==> src/rtl/audio_sample_player.sv <==
// Playback stage: pops one byte from the sample FIFO per sample tick, applies a
// 17-step volume scale about midscale and presents the result to the PWM stage.
// Primes the FIFO before playing and emits silence and re-primes on underrun.
module audio_sample_player #(
  parameter int unsigned START_LEVEL = 512,
  parameter int unsigned MIDSCALE    = 128
) (
  input  logic        clk,
  input  logic        reset_n,
  input  logic        enable,
  input  logic        sample_tick,
  input  logic [4:0]  volume,
  input  logic [7:0]  fifo_dout,
  input  logic        fifo_empty,
  input  logic [10:0] fifo_data_count,
  output logic        fifo_rd_en,
  output logic [7:0]  music_data,
  output logic        sample_valid,
  output logic        playing,
  output logic        underrun,
  output logic [15:0] underrun_count
);

  localparam int unsigned DW = 8;
  localparam int unsigned VW = 5;
  localparam int unsigned CW = 11;
  localparam int unsigned UW = 16;
  localparam int unsigned PW = 14;

  localparam logic [DW-1:0]        MID_CODE  = DW'(MIDSCALE);
  localparam logic signed [DW:0]   MID_S9    = (DW+1)'(MIDSCALE);
  localparam logic [CW-1:0]        START_CNT = CW'(START_LEVEL);
  localparam logic [VW-1:0]        UNITY     = VW'(16);
  localparam logic [UW-1:0]        CNT_MAX   = '1;

  typedef enum logic [2:0] {
    IDLE,
    PRIME,
    WAIT_TICK,
    READ,
    CAPTURE
  } state_t;

  state_t             state, state_nxt;
  logic               tick_pending, pending_nxt;
  logic               abort, abort_nxt;
  logic [DW-1:0]      music_nxt;
  logic               valid_nxt;
  logic               underrun_nxt;
  logic [UW-1:0]      count_nxt;
  logic               rd_nxt;
  logic               playing_nxt;

  logic signed [DW:0]   diff;
  logic [VW-1:0]        gain;
  logic signed [PW-1:0] prod;
  logic [DW-1:0]        scaled;

  // Volume scaling about midscale; result always lands in 0..255
  always_comb begin
    diff   = $signed({1'b0, fifo_dout}) - MID_S9;
    gain   = (volume > UNITY) ? UNITY : volume;
    prod   = PW'(diff) * $signed({(PW-VW)'(0), gain});
    scaled = DW'((prod >>> 4) + PW'(MID_S9));
  end

  // Next-state and next-output decode
  always_comb begin
    state_nxt    = state;
    pending_nxt  = tick_pending;
    abort_nxt    = abort;
    music_nxt    = music_data;
    valid_nxt    = 1'b0;
    underrun_nxt = 1'b0;
    count_nxt    = underrun_count;

    case (state)
      IDLE: begin
        if (enable) state_nxt = PRIME;
      end
      PRIME: begin
        if (!enable)                           state_nxt = IDLE;
        else if (fifo_data_count >= START_CNT) state_nxt = WAIT_TICK;
      end
      WAIT_TICK: begin
        if (!enable) begin
          state_nxt = IDLE;
        end else if (sample_tick || tick_pending) begin
          pending_nxt = 1'b0;
          if (fifo_empty) begin
            underrun_nxt = 1'b1;
            music_nxt    = MID_CODE;
            if (underrun_count != CNT_MAX) count_nxt = underrun_count + UW'(1);
            state_nxt    = PRIME;
          end else begin
            state_nxt = READ;
          end
        end
      end
      READ: begin
        if (sample_tick) pending_nxt = 1'b1;
        if (!enable)     abort_nxt   = 1'b1;
        state_nxt = CAPTURE;
      end
      CAPTURE: begin
        if (sample_tick) pending_nxt = 1'b1;
        if (abort || !enable) begin
          state_nxt = IDLE;
        end else begin
          music_nxt = scaled;
          valid_nxt = 1'b1;
          state_nxt = WAIT_TICK;
        end
      end
      default: state_nxt = IDLE;
    endcase

    // Being in or entering IDLE always means silence and no stale tick/abort
    if (state_nxt == IDLE) begin
      music_nxt   = MID_CODE;
      pending_nxt = 1'b0;
      abort_nxt   = 1'b0;
    end

    rd_nxt      = (state_nxt == READ);
    playing_nxt = (state_nxt == WAIT_TICK) || (state_nxt == READ) ||
                  (state_nxt == CAPTURE);
  end

  // State and registered outputs
  always_ff @(posedge clk or negedge reset_n) begin
    if (!reset_n) begin
      state          <= IDLE;
      tick_pending   <= 1'b0;
      abort          <= 1'b0;
      fifo_rd_en     <= 1'b0;
      music_data     <= MID_CODE;
      sample_valid   <= 1'b0;
      playing        <= 1'b0;
      underrun       <= 1'b0;
      underrun_count <= '0;
    end else begin
      state          <= state_nxt;
      tick_pending   <= pending_nxt;
      abort          <= abort_nxt;
      fifo_rd_en     <= rd_nxt;
      music_data     <= music_nxt;
      sample_valid   <= valid_nxt;
      playing        <= playing_nxt;
      underrun       <= underrun_nxt;
      underrun_count <= count_nxt;
    end
  end

endmodule

==> config.mk <==
export PLATFORM = sky130hd
export DESIGN_NAME = audio_sample_player
export DESIGN_NICKNAME = d
export VERILOG_FILES = /design/src/rtl/audio_sample_player.sv
export SDC_FILE = /design/constraint.sdc
export NUM_CORES = 1
export LEC_CHECK = 0
export BUFFER_PORTS_ARGS = -buffer_cell sky130_fd_sc_hd__buf_2
export CORE_MARGIN = 1
export CORE_UTILIZATION = 55
export DETAILED_ROUTE_END_ITERATION = 7
export GPL_TIMING_DRIVEN = 0
export HOLD_SLACK_MARGIN = 0.05
export PLACE_DENSITY_LB_ADDON = 0.2
export SLEW_MARGIN = 20
export SYNTH_ARGS = -nofsm -noshare
export SYNTH_HDL_FRONTEND = slang
export SYNTH_SLANG_ARGS = --single-unit
==> constraint.sdc <==
create_clock -name clk -period 1.9 [get_ports clk]
set_clock_uncertainty 0.05 [all_clocks]
set_input_delay 0.57 -clock clk [delete_from_list [all_inputs] [get_ports clk]]
set_output_delay 0.57 -clock clk [all_outputs]
set_load 0.01 [all_outputs]
==> flow_results.org, run 1 <==
** Timing
- Total Neg Setup Slack :: -12750 ps
- Top achievable clock speed :: 264 MHz
- In the finished design, the share of the clock period the worst path needs comes to 1.99.
- The total count of hold-check failures in the final report came to 0.
- Worst setup margin :: -1890 ps
- Final hold analysis gives a worst-case slack of 279 ps.
- Setup repair after global routing could not meet its margin everywhere.
- Shortest clock period the worst path allows after layout :: approximately 3800 ps
- Final Max Tran Viols :: 0
- Max-Slew Margin vs Limit :: 0.540
- For the pin with the worst max-slew slack, the measured transition is just under 700 ps.
- Setup violations remaining at the end of the flow were counted as 8.

** Setup path
- The setup check on the worst reg-to-reg path leaves a slack of 20 ps.
- Startpoint Class :: primary input
- CP arrival :: a little under 4000 ps
- Path type of the worst setup path :: in2reg
- The critical path ends at music_data[7].
- R2R cell count :: 5
- Endpoint class of the critical path :: flop
- Reg2Reg Capture Point :: music_data[6]
- The startpoint identified for the worst register-to-register timing path is tick_pending.
- At the worst endpoint, the required time is 2050 ps.
- The critical path starts at volume[4].
- Of all nets on the critical path, the largest fanout is 6.

** Placed design
- Post-DP HPWL :: 4.25 mm
- The congestion estimate from routability-driven global placement came to between 0.8 and 0.9.
- In this run the cell area measured after placement is between 3000 and 4000 sq um.
- Count of placed standard cells including taps :: a little under 400
- I/O Buffers :: 47
- Worst slack at placement :: -2240 ps

** Yosys
- The synthesized-area fraction occupied by ao, oa, aoi and oai cells came to 0.101.
- For this run, the register share of the synthesized area comes to 0.307.
- The cell area that synthesis handed to floorplanning was 2690 sq um.
- Net count of the mapped netlist :: 343
- The share of synthesized area in the top cell type comes to 0.297.
- Multiplexer share of the synthesized area :: 0.00418
- Of the total synthesized cell area, the portion taken by XOR and XNOR cells is 0.0781.
- In the post-synthesis netlist, the biggest area contributors are sky130_fd_sc_hd__dfrtp_1 30%, sky130_fd_sc_hd__fa_1 16%, sky130_fd_sc_hd__ha_1 8.4%.
- Number of unique standard cell types used by synthesis :: 48
- The synthesized design contains 0 enable-type register cells.
- Leading register cell type out of synthesis :: sky130_fd_sc_hd__dfrtp_1
- Of the total synthesized cell area, the portion taken by full adders, half adders and majority gates is 0.247.
- By instance count, the leading cell after synthesis is sky130_fd_sc_hd__inv_1.
- In the synthesized netlist, the cells that appear most often are 42 x sky130_fd_sc_hd__inv_1, 32 x sky130_fd_sc_hd__dfrtp_1, 26 x sky130_fd_sc_hd__and2_1, 22 x sky130_fd_sc_hd__fa_1, 20 x sky130_fd_sc_hd__nand2_1.
- For this run, the number of Yosys warnings is 0.
- Of the total synthesized cell area, the portion taken by AND, OR, NAND and NOR gates is 0.201.
- Flops & latches, synth :: 33
- Async S/R FF share, synth :: 1.00
- The biggest area contributor in the post-synthesis netlist is sky130_fd_sc_hd__dfrtp_1.
- Synthesized instance count :: 274
- By area, the combinational part of the netlist is dominated by adder cells.
- Mean instance size in the synthesized netlist :: 9.83 sq um

** Global route
- The first global-routing pass estimated 9.40 mm of wire.
- Largest net degree at the start of global routing :: 34
- The number of global-route vias before repair is around 2100.
- Across every metal layer, demand over resource in global routing totals 0.232.
- The number of antenna violations at the first check in global routing was 0.
- Global route overflow :: 0

** Detailed routing
- Post-detailed-route wirelength per cell :: 13.3 um
- Routed vias :: 2150
- Vias per cell :: 5.30
- Routed wire length :: 5.41 mm
- After the first detailed-routing iteration, the DRC count stood at 103.
- Detailed-routing iteration count for the pre-antenna-repair pass :: 4
- Total DRC errors in the routed layout :: 0
- The count of nets left with antenna violations once routing finished came out at 0.

** Job
- Max-cap violations in this run came to 0.

** Min path
- The worst hold path belongs to the class in2async.

** Final layout
- The area growth from synthesis to layout is 27.9%.
- Number of nets in the layout :: 408
- Share of cells above drive strength 1 :: 0.319
- Post-Layout Inst Area :: 3440 sq um
- Number of filler instances in the final layout :: 375
- Ant diodes :: 0
- At the end of the flow the core is filled with cells to 0.729.
- Number of standard cells in the final layout excluding fillers :: around 410

** CTS
- TritonCTS built the clock tree.
- The tree is rooted in a sky130_fd_sc_hd__clkbuf_8.
- Register clock-pin slew on the reported worst setup and hold paths :: ~60 ps
- Skew-Pair Late Insertion Delay :: 280 ps
- For this design, the sink count on the clock tree is 33.
- Clk buf depth :: 2
- Total CTS buffers :: 5
- H-Tree Depth :: 2

** Power
- PD cells :: 694 nW/um^2
- Across the VDD grid, the largest voltage drop is roughly 0.36 mV.
- After layout, the design draws a total of around 2.4 mW.
- Static leakage power :: 1.79 nW

** Floorplanning
- Core Box Area :: 4720 sq um
- The floorplan step defined a die boundary enclosing 5180 sq um.
- Measured along the x axis, the die boundary spans 72.0 um.
- The floorplan has 25 rows.
- Initial Util :: 0.570
- Top-level port count :: 57
- Die Y-Extent :: slightly above 70 um

** Status
- Run status :: complete, but fails checks
- The final reports fail on negative setup slack.
[registers in the layout, summed over array words and instances (netlist names)]
| name | count |
|---|---|
| tick_pending | 1 |
| state | 3 |
| fifo_rd_en | 1 |
| sample_valid | 1 |
| abort | 1 |
| playing | 1 |
| underrun | 1 |
| music_data | 8 |
| underrun_count | 16 |
[final cells by class]
type                       count  area, sq um  area share
clock buffer                   7         86.3      0.0251
sequential                    33          828       0.241
multi-input combinational    197         1920       0.557
tap                           67         83.8      0.0243
timing repair buffer          58          339      0.0985
buffer                         1         25.0     0.00727
inverter                      43          161      0.0469
[cells by family after synthesis]
kind of cell | Yosys count
AND/OR/NAND/NOR | 98
buffers and inverters | 44
adder cells (fa/ha/maj) | 40
AO/OA/AOI/OAI | 34
flip-flops | 33
XOR/XNOR | 24
multiplexers | 1
[power breakdown]
| part | internal [mW] | leakage (nW) | switching (mW) | total [mW] |
|---|---|---|---|---|
| logic | 0.469 | 1.30 | 0.517 | 0.985 |
| registers | 0.789 | 0.449 | 0.0851 | 0.875 |
| clock network | 0.287 | 0.0443 | 0.243 | 0.531 |
| total | 1.55 | 1.79 | 0.845 | 2.39 |
[cells in the final DEF (no fill, tap or decap), types with 5 or more instances in the layout]
cell                       Yosys  layout
sky130_fd_sc_hd__buf_2         0      46
sky130_fd_sc_hd__inv_1        42      37
sky130_fd_sc_hd__dfrtp_1      32      31
sky130_fd_sc_hd__and2_1       26      21
sky130_fd_sc_hd__fa_1         22      21
sky130_fd_sc_hd__nand2_1      20      19
sky130_fd_sc_hd__xnor2_1      15      15
sky130_fd_sc_hd__nor2_1       11      11
sky130_fd_sc_hd__ha_1         18      11
sky130_fd_sc_hd__buf_4         0      10
sky130_fd_sc_hd__xor2_1        9       9
sky130_fd_sc_hd__nand4_1       8       8
sky130_fd_sc_hd__nand3_1       8       7
sky130_fd_sc_hd__ha_4          0       7
sky130_fd_sc_hd__clkbuf_8      0       7
sky130_fd_sc_hd__inv_2         0       5
sky130_fd_sc_hd__and2_4        0       5
[critical path, stage by stage]
cell and delay (ps):
sky130_fd_sc_hd__buf_12 110, sky130_fd_sc_hd__clkbuf_16 150, sky130_fd_sc_hd__nor2b_4 160, sky130_fd_sc_hd__buf_4 130
sky130_fd_sc_hd__nand2_1 70, sky130_fd_sc_hd__fa_1 540, sky130_fd_sc_hd__fa_1 440, sky130_fd_sc_hd__fa_1 540
sky130_fd_sc_hd__inv_1 60, sky130_fd_sc_hd__ha_4 300, sky130_fd_sc_hd__nand2b_4 70, sky130_fd_sc_hd__a21oi_4 190
sky130_fd_sc_hd__nor4_4 70, sky130_fd_sc_hd__or3_1 310, sky130_fd_sc_hd__a32oi_1 210
[worst min path at each step]
| stage | end | cells after the start |
|---|---|---|
| after floorplan | abort | 0 |
| after global placement | music_data[7] | 2 |
| after detailed placement | music_data[7] | 2 |
| after CTS | tick_pending | 1 |
| after global routing | tick_pending | 1 |
| final | tick_pending | 1 |
[metal layers]
layer	up-vias	global-route usage	share of wire
met5	-	0	0
met4	0	0.0719	0.012
met3	7	0.0264	0.029
met2	57	0.421	0.52
met1	1047	0.291	0.44
li1	1039	-	-
[timing repair]
item,CTS,global route
pin swaps,10,8
buffers inserted,7,3
resized for setup,9,3
endpoints found under the hold margin,0,0
setup endpoints to repair,14,20
cloned,1,0
hold buffers,0,0
Note: power is estimated with default switching activity, not from simulation.
==> inputs of run 2 (changes only) <==
clock period = 4.1 ns   (was 1.9 ns; I/O delays follow)
==> flow_results.org, run 2 (synthesized netlist as in run 1, its figures left out) <==
** Status
- The run finished, with violations left.
- Failing checks :: negative setup slack

** Detailed routing
- Number of routed nets with antenna violations :: 0 (unchanged)
- Total DRC errors in the routed layout :: 0 (unchanged)
- Detailed-routing iteration count for the pre-antenna-repair pass :: 4 (unchanged)
- The detailed router's first-iteration violation count came to 85 (-17%).
- The aggregate routed wire length came to 5.12 mm (-5.3%).
- Routed vias :: 2087 (-2.9%)
- Post-detailed-route wirelength per cell :: 12.7 um (-4.6%)
- The via density per instance came to 5.18 (-2.2%).

** Placed design
- Post-DP HPWL :: 3.96 mm (-6.7%)
- The setup slack at placement came to -677 ps (+1560 ps).
- The routability congestion estimate from global placement was 0.857 (-4.3%).
- I/O Buffers :: 47 (unchanged)
- Post-place instance area :: 3210 sq um (-0.12%)
- The cell total after placement is 388 (unchanged).

** CTS
- TritonCTS clock tree :: yes
- The clock latency of the later-clocked register in the worst-skew pair was 280 ps (about the same).
- Number of buffers inserted by hold repair at cts :: 0 (unchanged)
- Number of sinks driven by the clock tree :: 33 (unchanged)
- Register clock-pin slew on the reported worst setup and hold paths :: 60 ps (about the same)
- Clk buf depth :: 2 (unchanged)
- The number of H-tree branching levels is 2 (unchanged).
- The cell sitting at the root of the clock tree is a sky130_fd_sc_hd__clkbuf_8.
- The CTS buffer count is 5 (unchanged).

** Setup path
- Origin of the worst setup path :: volume[4]
- By startpoint and endpoint, the worst setup path is classified as in2reg.
- Reg2Reg Capture Point :: music_data[6]
- Worst reg2reg startpoint :: state[0]
- Critical path endpoint :: music_data[7]
- CP arrival :: 4550 ps (+610 ps)
- STA classifies the critical path startpoint as a primary input.
- Required arrival time at the worst endpoint :: 4250 ps (+2200 ps)
- Internal reg-to-reg setup slack :: 2210 ps (+2190 ps)
- The maximum fanout along the worst path was 8 (+2).
- The worst setup path is captured at a flop.
- The number of cell instances on the worst register-to-register path is 5 (unchanged).

** Power
- The sequential fraction of design power came to 0.368 (+0.002).
- The switching fraction of total power came to 0.358 (+0.00424).
- The combinational fraction of design power is 0.422 (+0.010).
- The post-route total power was 1.09 mW (-54%).
- The total internal power is 699 uW (-55%).
- The power density relative to cell area was 323 nW/um^2 (-53%).
- The static leakage was 1.75 nW (-2.2%).
- Switching Power :: 390 uW (-54%)
- Worst IR Drop VDD :: 0.240 mV (-34%)
- Clock network fraction of total power :: 0.210 (-0.012)

** Floorplanning
- The number of cell rows is 25 (unchanged).
- The area of the core came to 4720 sq um (unchanged).
- Die Y-Extent :: 72.0 um (unchanged)
- Die width :: 72.0 um (unchanged)
- The number of top-level pins was 57 (unchanged).
- The starting density of the core is 0.570 (unchanged).
- The total die area is 5180 sq um (unchanged).

** Final layout
- Number of filler instances in the final layout :: 363 (-3.2%)
- The post-route non-filler standard cell count was 403 (-0.74%).
- Commonest cells after routing, fill and taps aside :: 46 x sky130_fd_sc_hd__buf_2, 36 x sky130_fd_sc_hd__inv_1, 32 x sky130_fd_sc_hd__dfrtp_1
- Leaving out fill and tap cells, the most frequent cell in the layout is sky130_fd_sc_hd__buf_2.
- Ranked by flip-flop count, first place goes to underrun_count.
- Combined flip-flop and latch cell area :: 827 sq um (-0.15%)
- The number of flip-flops in the largest register was 16 (unchanged).
- Registers with the highest flip-flop counts :: underrun_count (16), music_data (8), state (3)
- The area used by multi-input combinational logic was 1890 sq um (-1.4%).
- Relative to the synthesized area, the layout overhead comes to 25.3%.
- Number of nets in the layout :: 404 (-0.98%)
- Share of cells above drive strength 1 :: 0.301 (-0.0180)
- The area of all placed cells without fillers is 3370 sq um (-2.0%).
- The total inserted antenna cells was 0 (unchanged).

** Job
- The number of violations of the max-capacitance limit is 0 (unchanged).

** Timing
- Worst setup margin :: -299 ps (+1590 ps)
- The total count of hold-check failures in the final report is 0 (unchanged).
- Transition at the pin with the smallest max-transition slack :: 692 ps (+2.21 ps)
- Based on the critical path, the design can be clocked at up to 227 MHz.
- Total Neg Setup Slack :: -1100 ps (+11650 ps)
- Setup repair after global routing could not meet its margin everywhere.
- The worst path in the final design needs a cycle of 4400 ps, including I/O delays and setup.
- The final count of negative-setup-slack endpoints is 5 (-3).
- Final Max Tran Viols :: 0 (unchanged)
- Tcrit/Tclk final :: 1.07
- The headroom to the max-slew limit is 0.539 (-0.00147).

** Global route
- Overall track demand over capacity in global routing :: 0.212 (-0.0203)
- The maximum number of pins on one net before global-route repair came to 34 (unchanged).
- Global route overflow :: 0 (unchanged)
- The number of antenna violations at the first check in global routing came to 0 (unchanged).
- Global-route wire length before repair :: 8.54 mm (-9.2%)
- Via count of the first global-routing pass :: 1987 (-6.4%)

** Min path
- In this run the worst hold path is classified as reg2reg.
- The startpoint identified for the worst hold timing path is music_data[7].
run 2: cell types whose count changed in the layout (fill, tap and decap cells not counted), moves of 2 or more:
cell,delta
sky130_fd_sc_hd__clkbuf_8,-2
sky130_fd_sc_hd__a21oi_2,-2
sky130_fd_sc_hd__buf_4,-4
sky130_fd_sc_hd__a21oi_1,+2
run 2: worst min path at each step:
stage,endpoint,cells after the start
3_5_place_dp,music_data[7],2
6_report,music_data[7],2
3_3_place_gp,music_data[7],2
4_1_cts,music_data[7],2
5_1_grt,music_data[7],2
2_1_floorplan,music_data[7],2
run 2: through the flow:
step	hold slack, ps	util
after global routing	437	0.714
after global placement	405	0.679
final	409	0.714
after CTS	412	0.706
after floorplan	415	-
after detailed placement	407	0.679
run 2: final cells by class:
type,count,share of cell area
Inverter,43,0.0478
Clock inverter,1,0.00148
Buffer,1,0.00742
Clock buffer,7,0.0226
Tap cell,67,0.0249
Sequential cell,33,0.245
Multi-Input combinational cell,197,0.561
Timing Repair Buffer,54,0.0894
run 2: power groups by stage:
| stage | clock (mW) | sequential, mW | combinational (mW) |
|---|---|---|---|
| 2_1_floorplan | 0 | 0.411 | 0.322 |
| 5_1_grt | 0.248 | 0.408 | 0.511 |
| 4_1_cts | 0.236 | 0.400 | 0.444 |
| 3_5_place_dp | 0 | 0.406 | 0.432 |
| 6_report | 0.229 | 0.400 | 0.460 |
| 3_3_place_gp | 0 | 0.406 | 0.423 |
run 2: routing by layer:
layer | vias to the layer above | track usage | routed length (um)
li1 | 1030 | - | -
met1 | 1011 | 0.269 | 2340
met2 | 41 | 0.372 | 2590
met3 | 5 | 0.0306 | 124
met4 | 0 | 0.0719 | 65
met5 | - | 0 | 0
run 2: repair_timing:
item / CTS / global route
setup endpoints to repair: 5 / 5
buffers inserted: 4 / 3
gates cloned: 0 / 0
resized for setup: 5 / 4
pin swaps: 7 / 8
run 2: critical path: stages:
cell and delay (ps):
sky130_fd_sc_hd__buf_8 110, sky130_fd_sc_hd__clkbuf_16 150, sky130_fd_sc_hd__nor2b_4 210, sky130_fd_sc_hd__and2_4 180
sky130_fd_sc_hd__fa_1 420, sky130_fd_sc_hd__fa_1 500, sky130_fd_sc_hd__inv_2 40, sky130_fd_sc_hd__fa_1 540
sky130_fd_sc_hd__inv_2 40, sky130_fd_sc_hd__ha_4 300, sky130_fd_sc_hd__nand3_4 70, sky130_fd_sc_hd__a21oi_4 180
sky130_fd_sc_hd__nor4_4 70, sky130_fd_sc_hd__or3_1 300, sky130_fd_sc_hd__a32oi_1 190
==> inputs of run 3 (changes only) <==
ABC_AREA = 1   (was unset)
CORE_UTILIZATION = 57   (was 55)
TNS_END_PERCENT = 100   (was unset)
==> flow_results.org, run 3 <==
** Global route
- The fraction of met2 tracks used by global routing is 0.476 (+0.104).
- Global-route wire length before repair :: 11.0 mm (+29%)
- Largest net degree at the start of global routing :: 34 (unchanged)
- The number of global-route vias before repair was 2645 (+33%).
- The routing usage on met3 came to 0.0384 (+0.00780).
- Initial antenna violation count :: 0 (unchanged)
- The total routing usage reported by global routing was 0.256 (+0.0437).
- Routing layer with the top usage in global route :: met2
- Global route overflow :: 0 (unchanged)
- Met1 Track Usage GR :: 0.302 (+0.0324)

** Yosys
- In the synthesized netlist the dominant register cell turns out to be sky130_fd_sc_hd__dfrtp_1.
- Flops & latches, synth :: 33 (unchanged)
- Cell types with the highest counts after synthesis :: 112 x sky130_fd_sc_hd__nand2_1, 88 x sky130_fd_sc_hd__inv_1, 49 x sky130_fd_sc_hd__nor2_1, 32 x sky130_fd_sc_hd__dfrtp_1, 30 x sky130_fd_sc_hd__nand3_1
- The proportion of register bits with asynchronous set or reset after synthesis came to 1.00 (unchanged).
- Largest cells by area after synthesis :: sky130_fd_sc_hd__dfrtp_1 26%, sky130_fd_sc_hd__fa_1 14%, sky130_fd_sc_hd__nand2_1 14%
- The area share of the largest cell type after synthesis is 0.260 (-0.0376).
- Synthesized instance count :: 419 (+53%)
- Mean instance size in the synthesized netlist :: 7.35 sq um (-25%)
- Net count of the mapped netlist :: 488 (+42%)
- Post-synthesis cell area :: 3080 sq um (+14%)
- The sequential cell area fraction in the yosys report came to 0.268 (-0.0388).
- The number of enable flip-flop cells after synthesis came to 0 (unchanged).
- The warning count from the yosys run was 0 (unchanged).
- In the post-synthesis netlist, the cell with the most instances is sky130_fd_sc_hd__nand2_1.
- The unique cell type count in the Yosys netlist came to 34 (-29%).
- Area leader, netlist :: sky130_fd_sc_hd__dfrtp_1

** Setup path
- Endpoint class of the critical path :: flop
- R2R cell count :: 9 (+4)
- Worst reg2reg startpoint :: underrun_count[0]
- Required arrival time at the worst endpoint :: 4230 ps (-20 ps)
- Slowest-stage cell, CP :: sky130_fd_sc_hd__fa_1
- Startpoint Class :: primary input
- The worst setup path is of the in2reg kind.
- The maximum fanout along the worst path came to 9 (+1).
- Origin of the worst setup path :: volume[4]
- Crit-path max cell delay :: 520 ps (-20 ps)
- Cells traversed along the worst timing path :: buf_12, nor2_4, inv_4, nor2_4, buf_4, fa_1, fa_1, inv_1, fa_1, inv_1, ha_4, nand2_1, nand2_1, nor2_1, o21ai_1, or2_4, nand3_2, nand2_1
- CP arrival :: 4220 ps (-330 ps)

** Placed design
- The setup slack at placement came to -478 ps (+199 ps).
- The half-perimeter wire length after detailed placement is 5.13 mm (+29%).
- I/O Buffers :: 46 (-2.1%)
- Final estimated routing congestion in global placement :: 0.842 (-1.8%)
- The post-detailed-placement cell area came to 3540 sq um (+10%).

** Final layout
- Ranked by flip-flop count, first place goes to underrun_count.
- In the layout the commonest cells are 106 x sky130_fd_sc_hd__nand2_1, 77 x sky130_fd_sc_hd__inv_1, 46 x sky130_fd_sc_hd__buf_2.
- The share of final-layout standard cells stronger than drive strength 1 is 0.247 (-0.0532).
- In the final layout, the registers with the most flip-flops are underrun_count (16), music_data (8), state (3).
- The area used by multi-input combinational logic came to 2070 sq um (+9.5%).
- Most common library cell in the layout ignoring fill and taps :: sky130_fd_sc_hd__nand2_1
- The total inserted antenna cells is 0 (unchanged).
- Number of nets in the layout :: 549 (+36%)
- The number of filler cells placed in the layout is 413 (+14%).
- Flip-flop count of the largest register, all copies and words added :: 16 (unchanged)
- Post-Layout Inst Area :: 3750 sq um (+11%)
- The flip-flop and latch area was 827 sq um (unchanged).
- Compared with the post-synthesis result, the final layout area differs by 21.7%.

** Timing
- Setup repair after global routing could not meet its margin everywhere.
- The highest attainable clock frequency was 245 MHz (+7.6%).
- The worst hold slack after final layout was 429 ps (+19.5 ps).
- Tcrit/Tclk final :: 0.997 (-0.0761)
- The total count of hold-check failures in the final report is 0 (unchanged).
- The total negative slack came to 0 ps (+1100 ps).
- Shortest clock period the worst path allows after layout :: 4090 ps (-312 ps)
- Worst setup margin :: 12.8 ps (+312 ps)
- The headroom to the max-slew limit came to 0.522 (-0.0163).
- The total count of max-transition violations in the final report came to 0 (unchanged).
- Setup Viol. Count Final :: 0 (-5)
- Transition at the pin with the smallest max-transition slack :: 717 ps (+24.5 ps)

** Power
- Static leakage power :: 2.10 nW (+20%)
- The power density relative to cell area was 318 nW/um^2 (-1.6%).
- Post-route total power :: 1.19 mW (+9.4%)
- Worst IR Drop VDD :: 0.221 mV (-7.8%)

** Detailed routing
- The aggregate routed wire length came to 6.61 mm (+29%).
- Starting DRC count in detailed routing :: 155 (+82%)
- Number of routed nets with antenna violations :: 0 (unchanged)
- Post-detailed-route wirelength per cell :: 12.0 um (-5.6%)
- The detailed-routing iteration count for the pre-antenna-repair pass came to 4 (unchanged).
- Routed vias :: 2734 (+31%)
- The via density per instance came to 4.96 (-4.2%).
- Total DRC errors in the routed layout :: 0 (unchanged)

** CTS
- Clk buf depth :: 2 (unchanged)
- TritonCTS clock tree :: yes
- Number of buffers inserted by hold repair at cts :: 0 (unchanged)
- The tree is rooted in a sky130_fd_sc_hd__clkbuf_8.
- The clock sink total is 33 (unchanged).
- Total CTS buffers :: 5 (unchanged)
- H-Tree Depth :: 2 (unchanged)
- The clock latency of the later-clocked register in the worst-skew pair was 290 ps (about the same).
- Register clock-pin slew on the reported worst setup and hold paths :: 60 ps (about the same)

** Floorplanning
- Die width :: 75.5 um (+4.9%)
- Die Y-Extent :: 75.5 um (+4.9%)
- Placement row count :: 26 (+4.0%)
- The number of top-level pins is 57 (unchanged).
- Die outline area :: 5700 sq um (+10%)
- Initial Util :: 0.596 (+0.0257)
- Core Box Area :: 5170 sq um (+9.5%)

** Min path
- The worst hold path belongs to the class reg2reg.
- Min-delay src :: tick_pending
- Cells on Worst Hold Path :: 2 (unchanged)

** Job
- Max-capacitance violation count :: 0 (unchanged)

** Status
- The flow ran to the end, and the final reports show no timing, DRC or antenna violations.
run 3: cell types whose count changed in the layout (fill, tap and decap cells not counted), moves of 6 or more:
cell / previous run / this run
sky130_fd_sc_hd__and2_1: 21 / 0
sky130_fd_sc_hd__nand2_1: 19 / 106
sky130_fd_sc_hd__nand4_1: 8 / 2
sky130_fd_sc_hd__inv_1: 36 / 77
sky130_fd_sc_hd__xnor2_1: 15 / 6
sky130_fd_sc_hd__nor2_1: 11 / 42
sky130_fd_sc_hd__nand3_1: 7 / 28
sky130_fd_sc_hd__o21ai_0: 2 / 10
run 3: kinds of logic (layout without fill, tap and decap cells):
| family | Yosys count | after routing | share of synthesized area |
|---|---|---|---|
| AOI/OAI and AO/OA | 27 | 27 | 0.0548 |
| adders and majority gates | 40 | 40 | 0.216 |
| and+or+nand+nor | 210 | 210 | 0.297 |
| DFF | 33 | 33 | 0.268 |
| buffers and inverters | 93 | 155 | 0.118 |
| xor gates and xnor gates | 16 | 16 | 0.0455 |
run 3: worst max-delay path, delay by kind of cell:
| kind | cells | cell delay [ps] |
|---|---|---|
| fa+ha+maj | 4 | 1660 |
| compound gates | 1 | 80 |
| buf+inv | 5 | 420 |
| simple gates | 8 | 800 |
run 3: worst paths after layout:
path / endpoint / slack, ps
max in group asynchronous: underrun_count[13] / 2590
min: tick_pending / 430
min in group asynchronous: state[2] / 940
max reg2reg: underrun_count[10] / 2250
max: music_data[5] / 10
min reg2reg: tick_pending / 430
run 3: final cells by class:
| type | count | share of cell area |
|---|---|---|
| well taps | 70 | 0.0234 |
| inverters | 90 | 0.0934 |
| repair buffers | 54 | 0.0784 |
| multi-input cells | 293 | 0.553 |
| plain buffers | 3 | 0.0103 |
| flip-flops and latches | 33 | 0.221 |
| clock buffers | 8 | 0.0214 |
run 3: repair_timing:
action | 4_1_cts | 5_1_grt
pin swaps | 6 | 10
buffers inserted | 3 | 5
setup endpoints to repair | 4 | 6
resized for setup | 8 | 15
run 3: routing by layer:
layer	wire, um	up-vias
met5	0	-
met4	83	0
met3	214	8
met2	3470	66
met1	2840	1257
li1	-	1403
run 3: through the flow:
step | util | cells
after global routing | 0.725 | 551
after detailed placement | 0.685 | 535
after CTS | 0.709 | 546
after global placement | 0.685 | 535
after floorplan | - | 419
final | 0.725 | 551
run 3: where the power goes:
part           switching (mW)  internal (mW)
Combinational           0.315          0.226
Sequential             0.0483          0.369
Clock                   0.113          0.120
